--- src/rtl/sprite_pkg.sv ---
// Shared constants, layer ids and FSM states for the sprite ROM arbiter.
package sprite_pkg;

  localparam int unsigned N_REQ     = 6;
  localparam int unsigned ROM_AW    = 18;
  localparam int unsigned ROM_DEPTH = 172000;
  localparam int unsigned ROM_LAT   = 2;
  localparam int unsigned PIX_W     = 4;

  localparam logic [PIX_W-1:0] TRANSP_IDX = PIX_W'(0);
  localparam logic [PIX_W-1:0] BG_COLOR   = PIX_W'(1);

  // Layer id doubles as priority: highest id wins.
  typedef enum logic [2:0] {
    GROUND = 3'd0,
    CACTUS = 3'd1,
    PTERO  = 3'd2,
    DINO   = 3'd3,
    SCORE  = 3'd4,
    HSCORE = 3'd5,
    NONE   = 3'd7
  } layer_id_e;

  typedef enum logic [2:0] {
    StIdle,
    StSelect,
    StWait,
    StCheck,
    StOutput
  } state_e;

  function automatic logic addr_oob(input logic [ROM_AW-1:0] addr);
    return 32'(addr) >= ROM_DEPTH;
  endfunction

endpackage

--- src/rtl/sprite_rom_arbiter_if.sv ---
// Pixel request, sprite ROM read port and frame-buffer write bundle.
interface sprite_rom_arbiter_if;
  import sprite_pkg::*;

  logic                    req_valid;
  logic                    req_ready;
  logic [9:0]              req_x;
  logic [9:0]              req_y;
  logic [N_REQ-1:0]        req_on;
  logic [ROM_AW*N_REQ-1:0] req_addr;

  logic [ROM_AW-1:0]       rom_addr;
  logic                    rom_rd;
  logic [PIX_W-1:0]        rom_data;

  logic                    wr_valid;
  logic                    wr_ready;
  logic [9:0]              wr_x;
  logic [9:0]              wr_y;
  logic [PIX_W-1:0]        wr_color;
  logic [2:0]              wr_src;
  logic                    err_oob;

  // Arbiter side.
  modport slave (
    input  req_valid, req_x, req_y, req_on, req_addr, rom_data, wr_ready,
    output req_ready, rom_addr, rom_rd, wr_valid, wr_x, wr_y, wr_color, wr_src, err_oob
  );

  // Environment side: draw blocks, ROM and frame-buffer writer.
  modport master (
    output req_valid, req_x, req_y, req_on, req_addr, rom_data, wr_ready,
    input  req_ready, rom_addr, rom_rd, wr_valid, wr_x, wr_y, wr_color, wr_src, err_oob
  );

endinterface

--- src/rtl/prio_pick.sv ---
// Highest-set-bit encoder: returns the index of the top requester.
module prio_pick #(
  parameter int unsigned N = 6
) (
  input  logic [N-1:0] req_i,
  output logic [2:0]   id_o,
  output logic         found_o
);

  // Ascending scan so the highest set bit is the last one written.
  always_comb begin
    id_o    = 3'd0;
    found_o = 1'b0;
    for (int unsigned i = 0; i < N; i++) begin
      if (req_i[i]) begin
        id_o    = 3'(i);
        found_o = 1'b1;
      end
    end
  end

endmodule

--- src/rtl/sprite_rom_arbiter.sv ---
// Resolves one pixel at a time by reading layers top-down from the shared sprite ROM until an
// opaque texel is found, then hands the palette index to the frame-buffer writer.
module sprite_rom_arbiter
  import sprite_pkg::*;
(
  input logic                 Clk50,
  input logic                 Reset,
  sprite_rom_arbiter_if.slave bus
);

  localparam int unsigned CntW = (ROM_LAT > 2) ? $clog2(ROM_LAT) : 1;

  state_e                  state_q, state_d;
  logic [N_REQ-1:0]        pending_q, pending_d;
  logic [ROM_AW*N_REQ-1:0] addr_q, addr_d;
  logic [CntW-1:0]         wait_q, wait_d;
  logic [2:0]              cur_q, cur_d;
  logic                    rom_rd_q, rom_rd_d;
  logic [ROM_AW-1:0]       rom_addr_q, rom_addr_d;
  logic                    wr_valid_q, wr_valid_d;
  logic [9:0]              wr_x_q, wr_x_d;
  logic [9:0]              wr_y_q, wr_y_d;
  logic [PIX_W-1:0]        wr_color_q, wr_color_d;
  logic [2:0]              wr_src_q, wr_src_d;
  logic                    err_oob_q, err_oob_d;

  logic [2:0]        sel_id, nxt_id;
  logic              sel_found, nxt_found;
  logic [ROM_AW-1:0] sel_addr, nxt_addr;

  // Candidate for the current SELECT cycle.
  prio_pick #(.N(N_REQ)) u_pick_cur (
    .req_i   (pending_q),
    .id_o    (sel_id),
    .found_o (sel_found)
  );

  // Candidate for the next cycle, used to pre-register the ROM strobe.
  prio_pick #(.N(N_REQ)) u_pick_nxt (
    .req_i   (pending_d),
    .id_o    (nxt_id),
    .found_o (nxt_found)
  );

  assign sel_addr = addr_q[sel_id*ROM_AW +: ROM_AW];
  assign nxt_addr = addr_d[nxt_id*ROM_AW +: ROM_AW];

  // FSM next-state and result datapath.
  always_comb begin
    state_d    = state_q;
    pending_d  = pending_q;
    addr_d     = addr_q;
    wait_d     = wait_q;
    cur_d      = cur_q;
    wr_valid_d = wr_valid_q;
    wr_x_d     = wr_x_q;
    wr_y_d     = wr_y_q;
    wr_color_d = wr_color_q;
    wr_src_d   = wr_src_q;
    err_oob_d  = err_oob_q;
    unique case (state_q)
      StIdle: begin
        if (bus.req_valid) begin
          pending_d = bus.req_on;
          addr_d    = bus.req_addr;
          wr_x_d    = bus.req_x;
          wr_y_d    = bus.req_y;
          state_d   = StSelect;
        end
      end
      StSelect: begin
        if (!sel_found) begin
          wr_color_d = BG_COLOR;
          wr_src_d   = NONE;
          wr_valid_d = 1'b1;
          state_d    = StOutput;
        end else begin
          pending_d[sel_id] = 1'b0;
          cur_d             = sel_id;
          if (addr_oob(sel_addr)) begin
            // Skip this layer; the next candidate is tried in the following cycle.
            err_oob_d = 1'b1;
          end else begin
            wait_d  = CntW'(ROM_LAT - 1);
            state_d = (ROM_LAT > 1) ? StWait : StCheck;
          end
        end
      end
      StWait: begin
        if (wait_q <= CntW'(1)) begin
          state_d = StCheck;
        end
        wait_d = wait_q - CntW'(1);
      end
      StCheck: begin
        if (bus.rom_data != TRANSP_IDX) begin
          wr_color_d = bus.rom_data;
          wr_src_d   = cur_q;
          wr_valid_d = 1'b1;
          state_d    = StOutput;
        end else begin
          state_d = StSelect;
        end
      end
      StOutput: begin
        if (bus.wr_ready) begin
          wr_valid_d = 1'b0;
          state_d    = StIdle;
        end
      end
      default: state_d = StIdle;
    endcase
  end

  // Strobe is computed one cycle ahead so the registered rom_rd coincides with the SELECT cycle.
  always_comb begin
    rom_rd_d   = (state_d == StSelect) && nxt_found && !addr_oob(nxt_addr);
    rom_addr_d = rom_rd_d ? nxt_addr : rom_addr_q;
  end

  // State and output registers with synchronous reset.
  always_ff @(posedge Clk50) begin
    if (Reset) begin
      state_q    <= StIdle;
      pending_q  <= '0;
      addr_q     <= '0;
      wait_q     <= '0;
      cur_q      <= '0;
      rom_rd_q   <= 1'b0;
      rom_addr_q <= '0;
      wr_valid_q <= 1'b0;
      wr_x_q     <= '0;
      wr_y_q     <= '0;
      wr_color_q <= '0;
      wr_src_q   <= NONE;
      err_oob_q  <= 1'b0;
    end else begin
      state_q    <= state_d;
      pending_q  <= pending_d;
      addr_q     <= addr_d;
      wait_q     <= wait_d;
      cur_q      <= cur_d;
      rom_rd_q   <= rom_rd_d;
      rom_addr_q <= rom_addr_d;
      wr_valid_q <= wr_valid_d;
      wr_x_q     <= wr_x_d;
      wr_y_q     <= wr_y_d;
      wr_color_q <= wr_color_d;
      wr_src_q   <= wr_src_d;
      err_oob_q  <= err_oob_d;
    end
  end

  assign bus.req_ready = (state_q == StIdle);
  assign bus.rom_rd    = rom_rd_q;
  assign bus.rom_addr  = rom_addr_q;
  assign bus.wr_valid  = wr_valid_q;
  assign bus.wr_x      = wr_x_q;
  assign bus.wr_y      = wr_y_q;
  assign bus.wr_color  = wr_color_q;
  assign bus.wr_src    = wr_src_q;
  assign bus.err_oob   = err_oob_q;

endmodule

--- src/flat_wrapper.sv ---
// flat-port wrapper written by rule: the top's interface ports become plain ports
module sprite_rom_arbiter_flat import sprite_pkg::*;
  (Clk50, Reset, bus_req_valid, bus_req_x, bus_req_y, bus_req_on, bus_req_addr, bus_rom_data, bus_wr_ready, bus_req_ready, bus_rom_addr, bus_rom_rd, bus_wr_valid, bus_wr_x, bus_wr_y, bus_wr_color, bus_wr_src, bus_err_oob);
  sprite_rom_arbiter_if bus_i ();
  input logic Clk50;
  input logic Reset;
  input wire logic [$bits(bus_i.req_valid)-1:0] bus_req_valid;
  input wire logic [$bits(bus_i.req_x)-1:0] bus_req_x;
  input wire logic [$bits(bus_i.req_y)-1:0] bus_req_y;
  input wire logic [$bits(bus_i.req_on)-1:0] bus_req_on;
  input wire logic [$bits(bus_i.req_addr)-1:0] bus_req_addr;
  input wire logic [$bits(bus_i.rom_data)-1:0] bus_rom_data;
  input wire logic [$bits(bus_i.wr_ready)-1:0] bus_wr_ready;
  output wire logic [$bits(bus_i.req_ready)-1:0] bus_req_ready;
  output wire logic [$bits(bus_i.rom_addr)-1:0] bus_rom_addr;
  output wire logic [$bits(bus_i.rom_rd)-1:0] bus_rom_rd;
  output wire logic [$bits(bus_i.wr_valid)-1:0] bus_wr_valid;
  output wire logic [$bits(bus_i.wr_x)-1:0] bus_wr_x;
  output wire logic [$bits(bus_i.wr_y)-1:0] bus_wr_y;
  output wire logic [$bits(bus_i.wr_color)-1:0] bus_wr_color;
  output wire logic [$bits(bus_i.wr_src)-1:0] bus_wr_src;
  output wire logic [$bits(bus_i.err_oob)-1:0] bus_err_oob;
  assign bus_i.req_valid = bus_req_valid;
  assign bus_i.req_x = bus_req_x;
  assign bus_i.req_y = bus_req_y;
  assign bus_i.req_on = bus_req_on;
  assign bus_i.req_addr = bus_req_addr;
  assign bus_i.rom_data = bus_rom_data;
  assign bus_i.wr_ready = bus_wr_ready;
  assign bus_req_ready = bus_i.req_ready;
  assign bus_rom_addr = bus_i.rom_addr;
  assign bus_rom_rd = bus_i.rom_rd;
  assign bus_wr_valid = bus_i.wr_valid;
  assign bus_wr_x = bus_i.wr_x;
  assign bus_wr_y = bus_i.wr_y;
  assign bus_wr_color = bus_i.wr_color;
  assign bus_wr_src = bus_i.wr_src;
  assign bus_err_oob = bus_i.err_oob;
  sprite_rom_arbiter u_core (.Clk50(Clk50), .Reset(Reset), .bus(bus_i));
endmodule
--- config.mk ---
export PLATFORM = sky130hd
export DESIGN_NAME = sprite_rom_arbiter_flat
export DESIGN_NICKNAME = d
export VERILOG_FILES = /design/src/rtl/sprite_pkg.sv /design/src/rtl/sprite_rom_arbiter_if.sv /design/src/rtl/prio_pick.sv /design/src/rtl/sprite_rom_arbiter.sv /design/src/flat_wrapper.sv
export SDC_FILE = /design/constraint.sdc
export NUM_CORES = 1
export LEC_CHECK = 0
export CAP_MARGIN = 10
export CORE_ASPECT_RATIO = 1.25
export CORE_MARGIN = 10
export CORE_UTILIZATION = 54
export DETAILED_ROUTE_END_ITERATION = 12
export GPL_TIMING_DRIVEN = 0
export PLACE_DENSITY = 0.83
export SETUP_SLACK_MARGIN = 0.4
export SLEW_MARGIN = 20
export SYNTH_ARGS = -nofsm -noshare
export SYNTH_HDL_FRONTEND = slang
export SYNTH_HIERARCHICAL = 1
export SYNTH_SLANG_ARGS = --single-unit
--- constraint.sdc ---
create_clock -name Clk50 -period 7.1 [get_ports Clk50]
set_input_delay 0.71 -clock Clk50 [delete_from_list [all_inputs] [get_ports Clk50]]
set_output_delay 0.71 -clock Clk50 [all_outputs]
set_load 0.01 [all_outputs]
==> metrics.md <==
| Metric | Value |
|---|---|
| Final hold viol count | `0` |
| Tightest Hold Check Type | `flop to flop` |
| Placed cell count | `1297` |
| Synth Cell Area | `roughly 8000 um2` |
| Placed standard-cell area | `a little over 10000 um2` |
| Die area | `between 20000 and 25000 um2` |
| CP startpoint kind | `flop` |
| Post-CTS repair timing setup buffer count | `0` |
| Starting Density | `0.545` |
| Final setup viols | `0` |
| CP cell instances | `or2_1 -> nor2_1 -> clkbuf_1 -> nand3_1 -> o21ai_0 -> nand2_1 -> nand2_1 -> o21ai_0 -> nor2_1 -> a221o_1 -> buf_2 -> buf_4 -> clkbuf_1 -> o21ai_0 -> o31ai_1 -> nand2_1 -> o31ai_4 -> a31o_4 -> buf_8 -> mux2_1` |
| Peak Freq | `162 MHz` |
| Synthesized Nets | `around 1100` |
| Asr flop ratio synth | `0` |
| Unrepaired setup endpoints after global routing | `no` |
| Clk_lat worst skew | `between 0.4 and 0.5 ns` |
| CTS tree | `done` |
| Largest net degree at the start of global routing | `17` |
| Peak per-stage delay on the critical path | `about 0.63 ns` |
| Min cycle time layout | `a little over 6 ns` |
| Share of cells above drive strength 1 | `0.0854` |
| Initial antenna violation count | `0` |
| Area delta synth->final | `34.2%` |
| Pleak | `slightly above 4 nW` |
| Global route overflow | `0` |
| Detail Placement HPWL | `roughly 21 mm` |
| Initial DRC Count | `approximately 820` |
| Design Area, Final | `~11000 um2` |
| WL/cell | `between 20 and 25 um` |
| Total power | `3.63 mW` |
| Synth Instances | `925` |
| Nets | `roughly 1300` |
| Final Util | `0.731` |
| Filler cell count | `roughly 1100` |
| Die W | `around 130 um` |
| Root Buffer | `clkbuf_16` |
| H-tree depth | `4` |
| CP Max Fanout | `10` |
| Syn avg cell area | `8.77 um2` |
| Tightest Pin Transition | `between 0.8 and 0.9 ns` |
| Max Slew Vio Count | `0` |
| Most frequent cells in the layout | `clkdlybuf4s50_1, nand2_1, dfxtp_1, nor2_1, mux2i_1` |
| Pwr/cell area | `between 300 and 400 nW/um2` |
| Met2 usage | `0.457` |
| DR vias | `just under 8000` |
| Status | `finished clean` |
| M3 GR Usage | `0.0687` |
| Clk sinks | `168` |
| Non-Filler Instances | `around 1300` |
| FF+latch count, synth | `approximately 170` |
| Seq/Total Area, Yosys | `0.414` |
| CTS Buf Count | `17` |
| Worst ir drop on vdd | `~0.00019 V` |
| Max Cap Viol | `0` |
| Slowest stage cell, crit path | `o31ai_1` |
| Final period util | `0.869` |
| Number of flops mapped to enable cells by yosys | `0` |
| Routed Antenna Nets | `0` |
| Commonest non-fill, non-tap cell in the layout | `clkdlybuf4s50_1` |
| Hold slack | `0.450 ns` |
| Worst path required time | `between 7 and 8 ns` |
| Max Clock Skew | `approximately 0.0081 ns` |
| DRC | `0` |
| Setup WS post-layout | `about 0.93 ns` |
| Setup CP Type | `flop to flop` |
| Clk pin slew, worst setup/hold paths | `roughly 0.060 ns` |
| Routed WL | `roughly 28 mm` |
| Yosys cell types | `63` |
| Post_cts resized | `0` |
| CP Buf/Inv Count | `5` |
| Longest Clk Path Bufs | `2` |
| Die Span Y | `157 um` |
| Slew HR | `0.421` |
| Largest delay contributor family on the critical path | `compound AO/OA/AOI/OAI gates` |
| CP Capture Type | `flop` |
| Cell Rows | `50` |
| Grt peak-use layer | `met2` |
| Setup TNS | `0 ns` |
| Vias per inst | `roughly 6` |
| IO buf count | `190` |
| First-pass GRT wire length | `between 40 and 50 mm` |
| First-pass DRT Iterations | `6` |
| Ys flop type | `dfxtp_1` |
| Core area | `14900 um2` |
| Met1 usage | `0.319` |
| Post-CTS Hold Fix Bufs | `0` |
| Vias in the first global route | `~7900` |
| Placer Congestion | `0.963` |
| GRT Util Overall | `0.272` |
| Crit path DAT | `around 6.5 ns` |
| Warnings from Yosys | `6` |
| Dpl ws | `between 1 and 1.5 ns` |
| Ports | `between 150 and 200` |
[logic make-up after synthesis]
| family | synth area share |
|---|---|
| buffers and inverters | 0.0449 |
| and+or+nand+nor | 0.219 |
| DFF | 0.414 |
| muxes | 0.197 |
| AOI/OAI and AO/OA | 0.125 |
[state kept, by name (all words and copies together) (netlist names)]
| register | flops |
|---|---|
| u_core/bus.wr_color | 4 |
| u_core/bus.err_oob | 1 |
| u_core/bus.wr_valid | 1 |
| u_core/state_q | 3 |
| u_core/bus.wr_y | 10 |
| u_core/bus.rom_addr | 18 |
| u_core/bus.wr_x | 10 |
| u_core/addr_q | 108 |
| u_core/bus.wr_src | 3 |
| u_core/bus.rom_rd | 1 |
| u_core/pending_q | 6 |
| u_core/cur_q | 3 |
[worst register-to-register path, cell delays in order, from the launching register on]
cell	delay [ns]
dfxtp_1	0.35
or2_1	0.32
nor2_1	0.52
clkbuf_1	0.57
nand3_1	0.12
o21ai_0	0.19
nand2_1	0.07
nand2_1	0.08
o21ai_0	0.17
nor2_1	0.14
a221o_1	0.36
buf_2	0.34
buf_4	0.24
clkbuf_1	0.54
o21ai_0	0.24
o31ai_1	0.63
nand2_1	0.19
o31ai_4	0.29
a31o_4	0.22
buf_8	0.15
mux2_1	0.32
[power by group]
part	total (mW)	internal, mW	switching [mW]	leakage, nW
Sequential	1.13	1.06	0.0698	1.38
Combinational	1.50	0.632	0.870	2.45
Clock	0.995	0.618	0.377	0.317
[path summary, 6_finish.rpt]
kind	start	end	slack, ns	cells past startpoint
worst min-delay path	u_core/bus.err_oob	u_core/bus.err_oob	0.45	2
worst max register to register	u_core/pending_q[4]	u_core/bus.rom_addr[11]	0.93	20
worst max-delay path	u_core/pending_q[4]	u_core/bus.rom_addr[11]	0.93	20
worst min register to register	u_core/bus.err_oob	u_core/bus.err_oob	0.45	2
[metal layers]
layer	vias to the layer above	wire length, um	part of all wire
met4	0	1220	0.043
met2	472	13600	0.48
met3	85	2560	0.091
met1	3723	10900	0.39
met5	-	0	0
li1	3643	-	-
[cells in the mapped netlist, drive strengths merged, types with 2 or more instances]
master / instances / area, um2
mux4: 27 / 608
nor3: 17 / 90.1
o21bai: 4 / 30.0
a221oi: 3 / 26.3
or4b: 2 / 20.0
dfxtp: 168 / 3360
a221o: 3 / 30.0
a31o: 2 / 26.3
a211oi: 2 / 15.0
mux2: 9 / 109
nor4: 5 / 31.3
o221ai: 3 / 26.3
o32ai: 2 / 17.5
o21ai: 25 / 125
buf: 26 / 169
mux2i: 88 / 881
and2: 5 / 31.3
o31ai: 5 / 51.3
inv: 13 / 48.8
nand3: 13 / 65.1
nor2b: 23 / 144
nor2: 92 / 345
nand2: 181 / 679
nand4: 9 / 56.3
a31oi: 10 / 77.6
nor3b: 2 / 15.0
a21oi: 81 / 405
and3b: 3 / 26.3
o221a: 2 / 22.5
or2: 5 / 31.3
nand3b: 3 / 22.5
a22oi: 8 / 65.1
nand2b: 30 / 188
o22a: 2 / 17.5
and3: 2 / 12.5
clkbuf: 38 / 143
o211ai: 3 / 27.5
[area by class of cell]
type	count	area (um2)	area share
flip-flops and latches	168	3360	0.309
well taps	182	228	0.0209
multi-input cells	679	4390	0.403
clock buffers	21	470	0.0432
diodes	1	2.50	0.000230
inverters	14	52.6	0.00483
repair buffers	190	1900	0.175
plain buffers	64	312	0.0286
clock inverters	11	170	0.0156
Power figures use the tool's default switching activity.
